===== config.mk =====
export PLATFORM = sky130hd
export DESIGN_NAME = yuv422_unpacker
export DESIGN_NICKNAME = d
export VERILOG_FILES = /design/src/rtl/yuv422_unpacker.sv
export SDC_FILE = /design/constraint.sdc
export NUM_CORES = 1
export LEC_CHECK = 0
export CAP_MARGIN = 5
export CORE_MARGIN = 8
export CORE_UTILIZATION = 35
export DETAILED_ROUTE_END_ITERATION = 12
export PLACE_DENSITY = 0.65
export SLEW_MARGIN = 20
export SYNTH_ARGS = -nofsm -noshare
export SYNTH_HDL_FRONTEND = slang
export SYNTH_SLANG_ARGS = --single-unit

===== constraint.sdc =====
create_clock -name clk -period 4.6 [get_ports clk]
set_input_delay 0.92 -clock clk [delete_from_list [all_inputs] [get_ports clk]]
set_output_delay 0.92 -clock clk [all_outputs]
set_load 0.005 [all_outputs]

===== src/rtl/yuv422_unpacker.sv =====
// Packed 4:2:2 byte stream to 24-bit {Y,U,V} pixels with column tracking.
// Define YUV422_ROW_COUNT_EN to add the pixel_row and frame_end outputs.
module yuv422_unpacker #(
    parameter int LINE_WIDTH = 640,
    parameter int BYTE_ORDER = 0,
    localparam int CW = $clog2(LINE_WIDTH)
) (
    input  logic          clk,
    input  logic          reset,
    input  logic          vsync,
    input  logic          href,
    input  logic          byte_valid,
    input  logic [7:0]    byte_data,
    output logic [23:0]   yuv_data,
    output logic          yuv_valid,
    output logic [CW-1:0] pixel_col,
    output logic          line_end,
    output logic          frag_err
`ifdef YUV422_ROW_COUNT_EN
    ,
    output logic [9:0]    pixel_row,
    output logic          frame_end
`endif
);

    typedef enum logic [1:0] {PH0, PH1, PH2, PH3} phase_t;

    localparam logic [CW:0] LW = LINE_WIDTH[CW:0];

    phase_t      phase, phase_next;
    logic        accept, line_close, group_done, room;
    logic        href_q, pend;
    logic [7:0]  b0, b1, b2;
    logic [7:0]  y0, y1, u, v;
    logic [23:0] pend_data;
    logic [CW:0] cnt;

    assign accept     = byte_valid && href && !vsync;
    assign line_close = href_q && !href && !vsync;
    assign group_done = accept && (phase == PH3);
    assign room       = cnt < LW;

    // The fourth byte of a group is used straight from the input.
    always_comb begin
        if (BYTE_ORDER == 0) begin
            y0 = b0;
            u  = b1;
            y1 = b2;
            v  = byte_data;
        end else begin
            u  = b0;
            y0 = b1;
            v  = b2;
            y1 = byte_data;
        end
    end

    always_ff @(posedge clk) begin
        if (reset) phase <= PH0;
        else       phase <= phase_next;
    end

    always_comb begin
        phase_next = phase;
        if (vsync || line_close) begin
            phase_next = PH0;
        end else if (accept) begin
            unique case (phase)
                PH0: phase_next = PH1;
                PH1: phase_next = PH2;
                PH2: phase_next = PH3;
                PH3: phase_next = PH0;
            endcase
        end
    end

    always_ff @(posedge clk) begin
        if (reset) begin
            href_q    <= 1'b0;
            pend      <= 1'b0;
            pend_data <= '0;
            b0        <= '0;
            b1        <= '0;
            b2        <= '0;
            cnt       <= '0;
            yuv_data  <= '0;
            yuv_valid <= 1'b0;
            pixel_col <= '0;
            line_end  <= 1'b0;
            frag_err  <= 1'b0;
        end else begin
            href_q    <= href;
            yuv_valid <= 1'b0;
            line_end  <= 1'b0;
            if (accept) begin
                unique case (phase)
                    PH0: b0 <= byte_data;
                    PH1: b1 <= byte_data;
                    PH2: b2 <= byte_data;
                    PH3: ;
                endcase
            end
            if (vsync) begin
                cnt  <= '0;
                pend <= 1'b0;
            end else begin
                if (pend || (group_done && room)) begin
                    yuv_valid <= 1'b1;
                    yuv_data  <= pend ? pend_data : {y0, u, v};
                    pixel_col <= cnt[CW-1:0];
                    line_end  <= (cnt == LW - 1'b1);
                    // A line closing under a pending pixel clears after it.
                    cnt <= (pend && line_close) ? '0 : cnt + 1'b1;
                end else if (line_close) begin
                    cnt <= '0;
                end
                pend <= group_done && room;
                if (group_done) pend_data <= {y1, u, v};
                if (group_done && !room)
                    frag_err <= 1'b1;
                if (line_close &&
                    (phase != PH0 || cnt + (CW+1)'(pend) != LW))
                    frag_err <= 1'b1;
            end
        end
    end

`ifdef YUV422_ROW_COUNT_EN
    logic vsync_q;

    always_ff @(posedge clk) begin
        if (reset) begin
            vsync_q   <= 1'b0;
            pixel_row <= '0;
            frame_end <= 1'b0;
        end else begin
            vsync_q   <= vsync;
            frame_end <= vsync && !vsync_q && (pixel_row != '0);
            if (vsync)           pixel_row <= '0;
            else if (line_close) pixel_row <= pixel_row + 1'b1;
        end
    end
`endif

endmodule


=== Word level (Yosys, flattened, before mapping) ===
Cells that the tools add are included.

* Equality and inequality tests: 5
* Reduce and logical (&&, ||, !) cells: 28
* Bitwise operators: 2
* Add/subtract/negate cells: 2
* $lt $le $gt $ge: 1
* Mux-type cells: 8

{| class="wikitable"
|+ Operators with widths
! kind !! count
|-
| $mux 11 || 3
|-
| $mux 24 || 1
|-
| $reduce_and 2->1 || 6
|-
| $add 11x1->11 || 1
|-
| $add 11x1->11 const B || 1
|-
| $eq 11x10->1 const B || 1
|-
| $lt 11x10->1 const B || 1
|-
| $ne 11x10->1 const B || 1
|-
| $logic_and 1x1->1 || 9
|-
| $pmux 2 s4 || 1
|-
| $reduce_bool 2->1 || 3
|-
| $eq 2x2->1 const B || 2
|-
| $reduce_or 2->1 || 2
|-
| $logic_not 1->1 || 3
|-
| $logic_or 1x1->1 || 3
|-
| $mux 1 || 3
|-
| $reduce_or 3->1 || 1
|-
| $eq 2x1->1 const B || 1
|-
| $logic_not 2->1 || 1
|-
| $not 1->1 || 2
|}

* Flip-flop bits (word level): 100
* Logic and storage cells: 59
* Input bits: 13
* Output and inout bits: 37

=== Longest topological paths before layout ===
Gate-level depths: netlist of run 1.

* Word-level depth: 7
* Mapped depth: 9
* Mapped depth without buffers: 7

=== Worst setup path before layout of run 1 ===
OpenSTA, ideal clock, no wires.

* Path type: input-to-reg
* Start point: in vsync
* End point: reg cnt[10]
* Path slack: 2.455 ns
* Data arrival time: 2.028 ns
* Stages: 7
* Buffers on the path: 3
* Setup time: 0.116 ns
* Required time: 4.484 ns
* Cell sequence: and4b_1 > buf_4 > a31oi_4 > buf_2 > nor2_2 > buf_4 > a31o_2

* Word-level cells in the longest chain between the ends: 6
* Elaborated cells on any way between the ends: 11
* Those cells by class: mux: 2; reduce/logical: 9

{| class="wikitable"
|+ RTL lines
! what !! RTL line !! text
|-
| from (decl) || 10 || <nowiki>input logic vsync,</nowiki>
|-
| $logic_not 1->1 || 38, 39 ||
|-
| $logic_and 1x1->1 || 38 || <nowiki>assign accept = byte_valid && href && !vsync;</nowiki>
|-
| $logic_and 1x1->1 || 40 || <nowiki>assign group_done = accept && (phase == PH3);</nowiki>
|-
| $logic_and 1x1->1 || 107 || <nowiki>if (pend || (group_done && room)) begin</nowiki>
|-
| $logic_or 1x1->1 || 107 ||
|-
| $mux 11 / $reduce_bool 2->1 (equally long branches) || - ||
|-
| to (signal assigned) || 113 || <nowiki>cnt <= (pend && line_close) ? '0 : cnt + 1'b1;</nowiki>
|-
| to (decl) || 36 || <nowiki>logic [CW:0] cnt;</nowiki>
|}

Several ways; a longest one is shown, not always the timed one.
A chain may end at the register's enable or synchronous reset.

=== Final worst setup path of run 1 ===
* Start point: in vsync
* End point: reg cnt[5]

Same word-level chain as after synthesis.

==> impl_metrics.py, run 1 <==
metrics = {
    "routing": {
        "top_layer": "met4",
        "vias_per_cell": 5.05,
        "drt-pass1-iter-count": 4,
        "postRouteAntennaNets": 0,
        "drc": 0,
        "route.met2.wl_um": 4610,
        "wl_met1_um": 4460,
        "vias": 3441,
        "wl_met3_um": 534,
        "wl_um": 9760,
        "wl_per_cell_um": 14.3,
        "drt-initial-drc-count": 245,
    },
    "logic_synthesis": {
        "yosys_warnings": 0,
        "synthArstFlopShare_pct": 0,
        "synth_cell_types": 41,
        "synth-seq-cells": 100,
        "syn-cell-area_mm2": 0.00416,
        "synth_top_area_share_pct": 48.2,
        "synth_fp_nets": 524,
        "yosysTopAreaCell": "dfxtp_1",
        "synthFlopType": "dfxtp_1",
        "syn_inst": 503,
        "ys_seq_area_share_pct": 48.2,
        "synth_edf_count": 0,
        "syn_avg_cell_area_um2": 8.26,
        "netlist_top_cells_area": "dfxtp_1 48%, nand2_1 12%, a21oi_1 8.2%, mux2i_1 5.8%, a211oi_1 4.7%",
    },
    "timing": {
        "setup_viol": 0,
        "rsz0062_at_grt": "false",
        "min_period_over_period_pct": 62.9,
        "max_freq_mhz": 346,
        "final_hold_viol_count": 0,
        "period_minus_slack_ns": 2.89,
        "worst_pin_slew_ns": 0.902,
        "slew_viol_final": 0,
        "finClkSkew_ns": 0.0106,
        "finalSetupTns_ns": 0,
        "fin_ws_ns": 1.71,
        "worst_hold_slack_ns": 0.454,
        "slew_headroom_pct": 39.9,
    },
    "worst_setup_path": {
        "worst_ep_required_time_ns": 4.86,
        "startpoint_type": "input pin",
        "reg2reg_slack_ns": 2.47,
        "arrival_ns": 3.15,
        "endpoint_kind": "flop",
        "crit_type": "in2reg",
        "crit_fanout": 26,
    },
    "floorplanning": {
        "ios": 50,
        "die_y_um": 125,
        "initial_core_util_pct": 35.2,
        "die_w_um": 125,
        "num_rows": 40,
        "die-area_mm2": 0.0156,
        "coreArea_mm2": 0.0118,
    },
    "cells_and_area": {
        "area_growth_syn_to_layout_pct": 19.7,
        "nets": 551,
        "drive_gt1_share_pct": 5.43,
        "final_area_mm2": 0.00498,
        "diodes": 0,
    },
    "clock_tree": {
        "clkTransAtPathRegs_ns": 0.07,
        "tritoncts": "yes",
        "htree_levels": 3,
        "clock_sinks": 100,
        "cts_root_buf": "clkbuf_16",
        "clk_latency_ns": 0.35,
        "clk_path_buf_depth": 2,
        "post_cts_buffers": 0,
        "cts-resized-gates": 0,
        "numCtsBuffers": 9,
        "postCtsHoldBufs": 0,
    },
    "placement": {
        "hpwlAfterDp_um": 6670,
        "portBuffers": 49,
        "pre_cts_slack_ns": 1.34,
        "gp_congestion": 0.800,
        "dpl_cell_area_mm2": 0.00471,
    },
    "pwr": {
        "seq_power_share_pct": 53.7,
        "power.internal_mw": 1.25,
        "switching_share_pct": 22.6,
        "power_density_mw_per_mm2": 326,
        "cellLeakagePower_nw": 1.54,
        "clock_power_share_pct": 43.2,
        "p_sw_mw": 0.366,
        "ir_drop_v": 0.000164,
        "p_comb_share_pct": 3.1,
    },
    "worst_hold_path": {
        "min-delay-path-class": "reg2reg",
    },
    "global_route": {
        "grt_pass1_wl_um": 16200,
        "antenna_found_initial": 0,
        "grt.total_usage_pct": 12.5,
        "grt_pass1_vias": 3298,
        "grt_start_max_net_pins": 90,
        "gr-total-overflow": 0,
    },
    "run": {
        "drv_cap": 0,
    },
    "run_status": {
        "status": "completed",
    },
}
[Yosys cell counts, types with 2 or more instances]
library cell	count
a31oi_1	8
dfxtp_1	100
and2_1	3
o21ai_1	2
a22o_1	2
inv_1	4
o211ai_1	2
clkbuf_1	24
or3_1	3
buf_4	3
nor2_1	39
or2_2	2
nand2_1	131
a211oi_1	26
a21oi_1	68
xnor2_1	4
nand3_1	5
and3_1	5
ha_1	8
o31a_1	2
buf_2	12
nor3_1	7
mux2i_1	24
nand4_1	2
[registers in the layout, summed over array words and instances (netlist names)]
name and count:
b0 8, line_end 1, b2 8, cnt 11, pixel_col 10, yuv_valid 1
pend_data 24, phase 2, href_q 1, pend 1, frag_err 1, yuv_data 24
b1 8
[worst paths after layout]
path                    startpoint             endpoint  depth (start not counted)
min reg2reg     b0[1]$_SDFFE_PP0P_   b0[1]$_SDFFE_PP0P_                          2
max reg2reg  phase[0]$_SDFFE_PP0P_  cnt[5]$_SDFFE_PP0P_                          7
max                          vsync  cnt[5]$_SDFFE_PP0P_                          7
min             b0[1]$_SDFFE_PP0P_   b0[1]$_SDFFE_PP0P_                          2
[kinds of logic (layout without fill, tap and decap cells)]
| kind of cell | Yosys count | in the layout | synth area share (%) |
|---|---|---|---|
| buffers and inverters | 43 | 74 | 4.52 |
| muxes | 24 | 24 | 5.78 |
| AOI/OAI and AO/OA | 117 | 117 | 17.2 |
| DFF | 100 | 100 | 48.2 |
| and+or+nand+nor | 206 | 206 | 20.9 |
| adders and majority gates | 8 | 8 | 2.41 |
| xor gates and xnor gates | 5 | 5 | 1.05 |
[cell type report]
cell class	count	area [um2]
Clock buffer	9	225
Multi-Input combinational cell	360	1970
Sequential cell	100	2000
Fill cell	1165	6830
Clock inverter	6	46.3
Timing Repair Buffer	55	531
Inverter	4	15.0
Tap cell	147	184
[placed cells by master (no fill, tap or decap), types with 6 or more instances in the layout]
master | Yosys | final
a211oi_1 | 26 | 26
nor3_1 | 7 | 7
a31oi_1 | 8 | 8
dfxtp_1 | 100 | 100
nor2_1 | 39 | 38
a21oi_1 | 68 | 68
nand2_1 | 131 | 131
clkbuf_16 | 0 | 9
clkdlybuf4s50_1 | 0 | 48
ha_1 | 8 | 8
buf_4 | 3 | 6
mux2i_1 | 24 | 24
[metrics by stage]
stage                     total power, mW  instances  utilization, %
after global placement              0.940        666            39.8
after CTS                            1.64        681            42.1
after global routing                 1.67        681            42.1
after detailed placement            0.941        666            39.8
final                                1.62        681            42.1
after floorplan                     0.916        503               -
[critical path, cell delays in order]
cell and delay (ns):
clkdlybuf4s50_1 0.60, and4b_1 0.33, buf_4 0.29, a31oi_4 0.23
nor2_2 0.42, o21ai_0 0.15, a31oi_1 0.20
[power by group through the flow]
stage               Combinational (mW)  Sequential, mW  Clock, mW
finish                          0.0503           0.871      0.700
CTS                             0.0503           0.870      0.717
floorplan                       0.0262           0.890          0
detailed placement              0.0501           0.891          0
global placement                0.0492           0.890          0
global route                    0.0550           0.871      0.744
[routing by layer]
metal  vias up  track usage (%)
met2        72             20.4
met3        13             2.72
met5         -                0
met1      1579             15.6
met4         0             5.52
li1       1777                -
Note: power is estimated with default switching activity, not from simulation.
==> inputs of run 2 (changes only) <==
PLACE_DENSITY = 0.67   (was 0.65)
clock period = 2.5 ns   (was 4.6 ns; I/O delays follow)
==> run 2 against run 1 <==
  * Clock skew decreased by 0.0024 ns
  * Hold slack got worse by 0.0039 ns
  * Die area unchanged
  * Count of clock-buffer cells in the layout grew 2
  * Critical path depth down 1
  * Combinational power is 89% higher
  * First-iteration DRC count decreased by 7.3%
==> impl_metrics.py, run 2 (synthesis results as in run 1) <==
metrics = {
    "cells_and_area": {
        "seq_area_mm2": 0.00200,
        "final_common_cell": "nand2_1",
        "diodes": 0,
        "area_growth_syn_to_layout_pct": 20.6,
        "multi_input_area_mm2": 0.00197,
        "nets": 552,
        "drive_gt1_share_pct": 5.78,
        "fillerInstances": 1164,
        "final_cells": 683,
        "mostFrequentLayoutCells": "131 x nand2_1, 100 x dfxtp_1, 68 x a21oi_1, 48 x clkdlybuf4s50_1, 38 x nor2_1",
        "reg_top3": "pend_data: 24 flops, yuv_data: 24 flops, cnt: 11 flops",
    },
    "pwr": {
        "cellLeakagePower_nw": 1.56,
        "clock_power_share_pct": 43.9,
        "switching_share_pct": 21.9,
        "power.internal_mw": 2.36,
        "seq_power_share_pct": 53.0,
        "p_comb_share_pct": 3.1,
        "power_density_mw_per_mm2": 603,
        "ir_drop_v": 0.000342,
        "p_sw_mw": 0.661,
    },
    "worst_hold_path": {
        "min-delay-path-class": "reg2reg",
        "hold_start": "b2[7]$_SDFFE_PP0P_",
        "hold_depth": 2,
        "whs_endpoint": "pend_data[23]$_SDFFE_PP0P_",
    },
    "worst_setup_path": {
        "slowest_stage": "clkdlybuf4s50_1",
        "critPathBufInv": 1,
        "r2r_end": "cnt[9]$_SDFFE_PP0P_",
        "crit_path_max_incr_delay_ns": 0.55,
        "crit_fanout": 13,
        "startpoint_type": "input pin",
        "arrival_ns": 2.31,
        "reg2reg_from": "phase[0]$_SDFFE_PP0P_",
        "worst_ep_required_time_ns": 2.77,
        "crit_cells": 6,
        "reg2reg_slack_ns": 0.56,
        "critical-path-top-delay-family": "simple AND/OR/NAND/NOR gates",
        "path_cells": "clkdlybuf4s50_1 > and4b_1 > a31oi_4 > nor2_2 > a41oi_1 > a31oi_1",
        "endpoint_kind": "flop",
        "crit_type": "in2reg",
        "r2r.worst_path.cells": 6,
    },
    "clock_tree": {
        "cts-resized-gates": 0,
        "postCtsHoldBufs": 0,
        "post_cts_buffers": 0,
        "clk_path_buf_depth": 2,
        "numCtsBuffers": 9,
        "tritoncts": "yes",
        "cts_root_buf": "clkbuf_16",
        "clock_sinks": 100,
        "htree_levels": 3,
        "clkTransAtPathRegs_ns": 0.07,
        "clk_latency_ns": 0.35,
    },
    "run": {
        "drv_cap": 0,
    },
    "global_route": {
        "antenna_found_initial": 0,
        "grt_start_max_net_pins": 82,
        "grt_pass1_vias": 3346,
        "gr-total-overflow": 0,
        "grt.total_usage_pct": 12.9,
        "grt_pass1_wl_um": 16700,
    },
    "timing": {
        "max_freq_mhz": 489,
        "final_hold_viol_count": 0,
        "min_period_over_period_pct": 81.8,
        "period_minus_slack_ns": 2.05,
        "slew_headroom_pct": 45.4,
        "worst_pin_slew_ns": 0.818,
        "finClkSkew_ns": 0.00819,
        "slew_viol_final": 0,
        "rsz0062_at_grt": "false",
        "setup_viol": 0,
        "finalSetupTns_ns": 0,
    },
    "floorplanning": {
        "die_w_um": 125,
        "num_rows": 40,
        "coreArea_mm2": 0.0118,
        "die-area_mm2": 0.0156,
        "die_y_um": 125,
        "initial_core_util_pct": 35.2,
        "ios": 50,
    },
    "routing": {
        "postRouteAntennaNets": 0,
        "drc": 0,
        "vias_per_cell": 5.11,
        "vias": 3492,
        "wl_per_cell_um": 14.5,
        "wl_um": 9880,
        "drt-pass1-iter-count": 4,
        "drt-initial-drc-count": 227,
    },
    "placement": {
        "dp_cells": 667,
        "portBuffers": 49,
        "gp_congestion": 0.852,
        "hpwlAfterDp_um": 6740,
    },
    "run_status": {
        "status": "completed",
    },
}
## run 2: worst max path at each step
| stage | startpoint | endpoint | slack (ns) |
|---|---|---|---|
| after CTS | href | cnt[9]$_SDFFE_PP0P_ | 0.47 |
| after detailed placement | href | cnt[9]$_SDFFE_PP0P_ | 0.12 |
| after global routing | href | cnt[9]$_SDFFE_PP0P_ | 0.30 |
| after floorplan | phase[0]$_SDFFE_PP0P_ | cnt[10]$_SDFFE_PP0P_ | 0.74 |
| final | href | cnt[9]$_SDFFE_PP0P_ | 0.45 |
| after global placement | href | line_end$_SDFF_PP0_ | 0.20 |
## run 2: stage by stage
| step | hold slack (ns) | power [mW] | instance area (um2) | setup WS [ns] | utilization [%] |
|---|---|---|---|---|---|
| finish | 0.451 | 3.02 | 5010 | 0.454 | 42.4 |
| global placement | 0.436 | 1.73 | 4730 | 0.203 | 40.0 |
| detailed placement | 0.447 | 1.73 | 4730 | 0.121 | 40.0 |
| CTS | 0.455 | 3.05 | 5010 | 0.471 | 42.4 |
| global route | 0.468 | 3.12 | 5010 | 0.298 | 42.4 |
| floorplan | 0.432 | 1.69 | 4160 | 0.738 | - |
## run 2: power by group through the flow
stage / registers, mW / clock network, mW / logic, mW
floorplan: 1.64 / 0 / 0.0482
global placement: 1.64 / 0 / 0.0926
detailed placement: 1.64 / 0 / 0.0937
CTS: 1.60 / 1.35 / 0.0944
global route: 1.60 / 1.42 / 0.103
finish: 1.60 / 1.33 / 0.0951
## run 2: cell type report
type | instances | share of cell area [%]
sequential | 100 | 39.9
clock inverter | 5 | 0.699
multi-input combinational | 360 | 39.4
timing repair buffer | 56 | 11.0
inverter | 4 | 0.299
clock buffer | 11 | 5.04
tap | 147 | 3.67
## run 2: tightest hold or removal path, cell delays in order, from the launching register on
cell and delay (ns):
dfxtp_1 0.31, nand2_1 0.05, a21oi_1 0.05
## run 2: routing by layer
layer / GRT usage [%] / routed length [um]
met5: 0 / 0
met4: 5.52 / 121
met3: 3.10 / 469
met2: 20.6 / 4760
met1: 16.2 / 4530
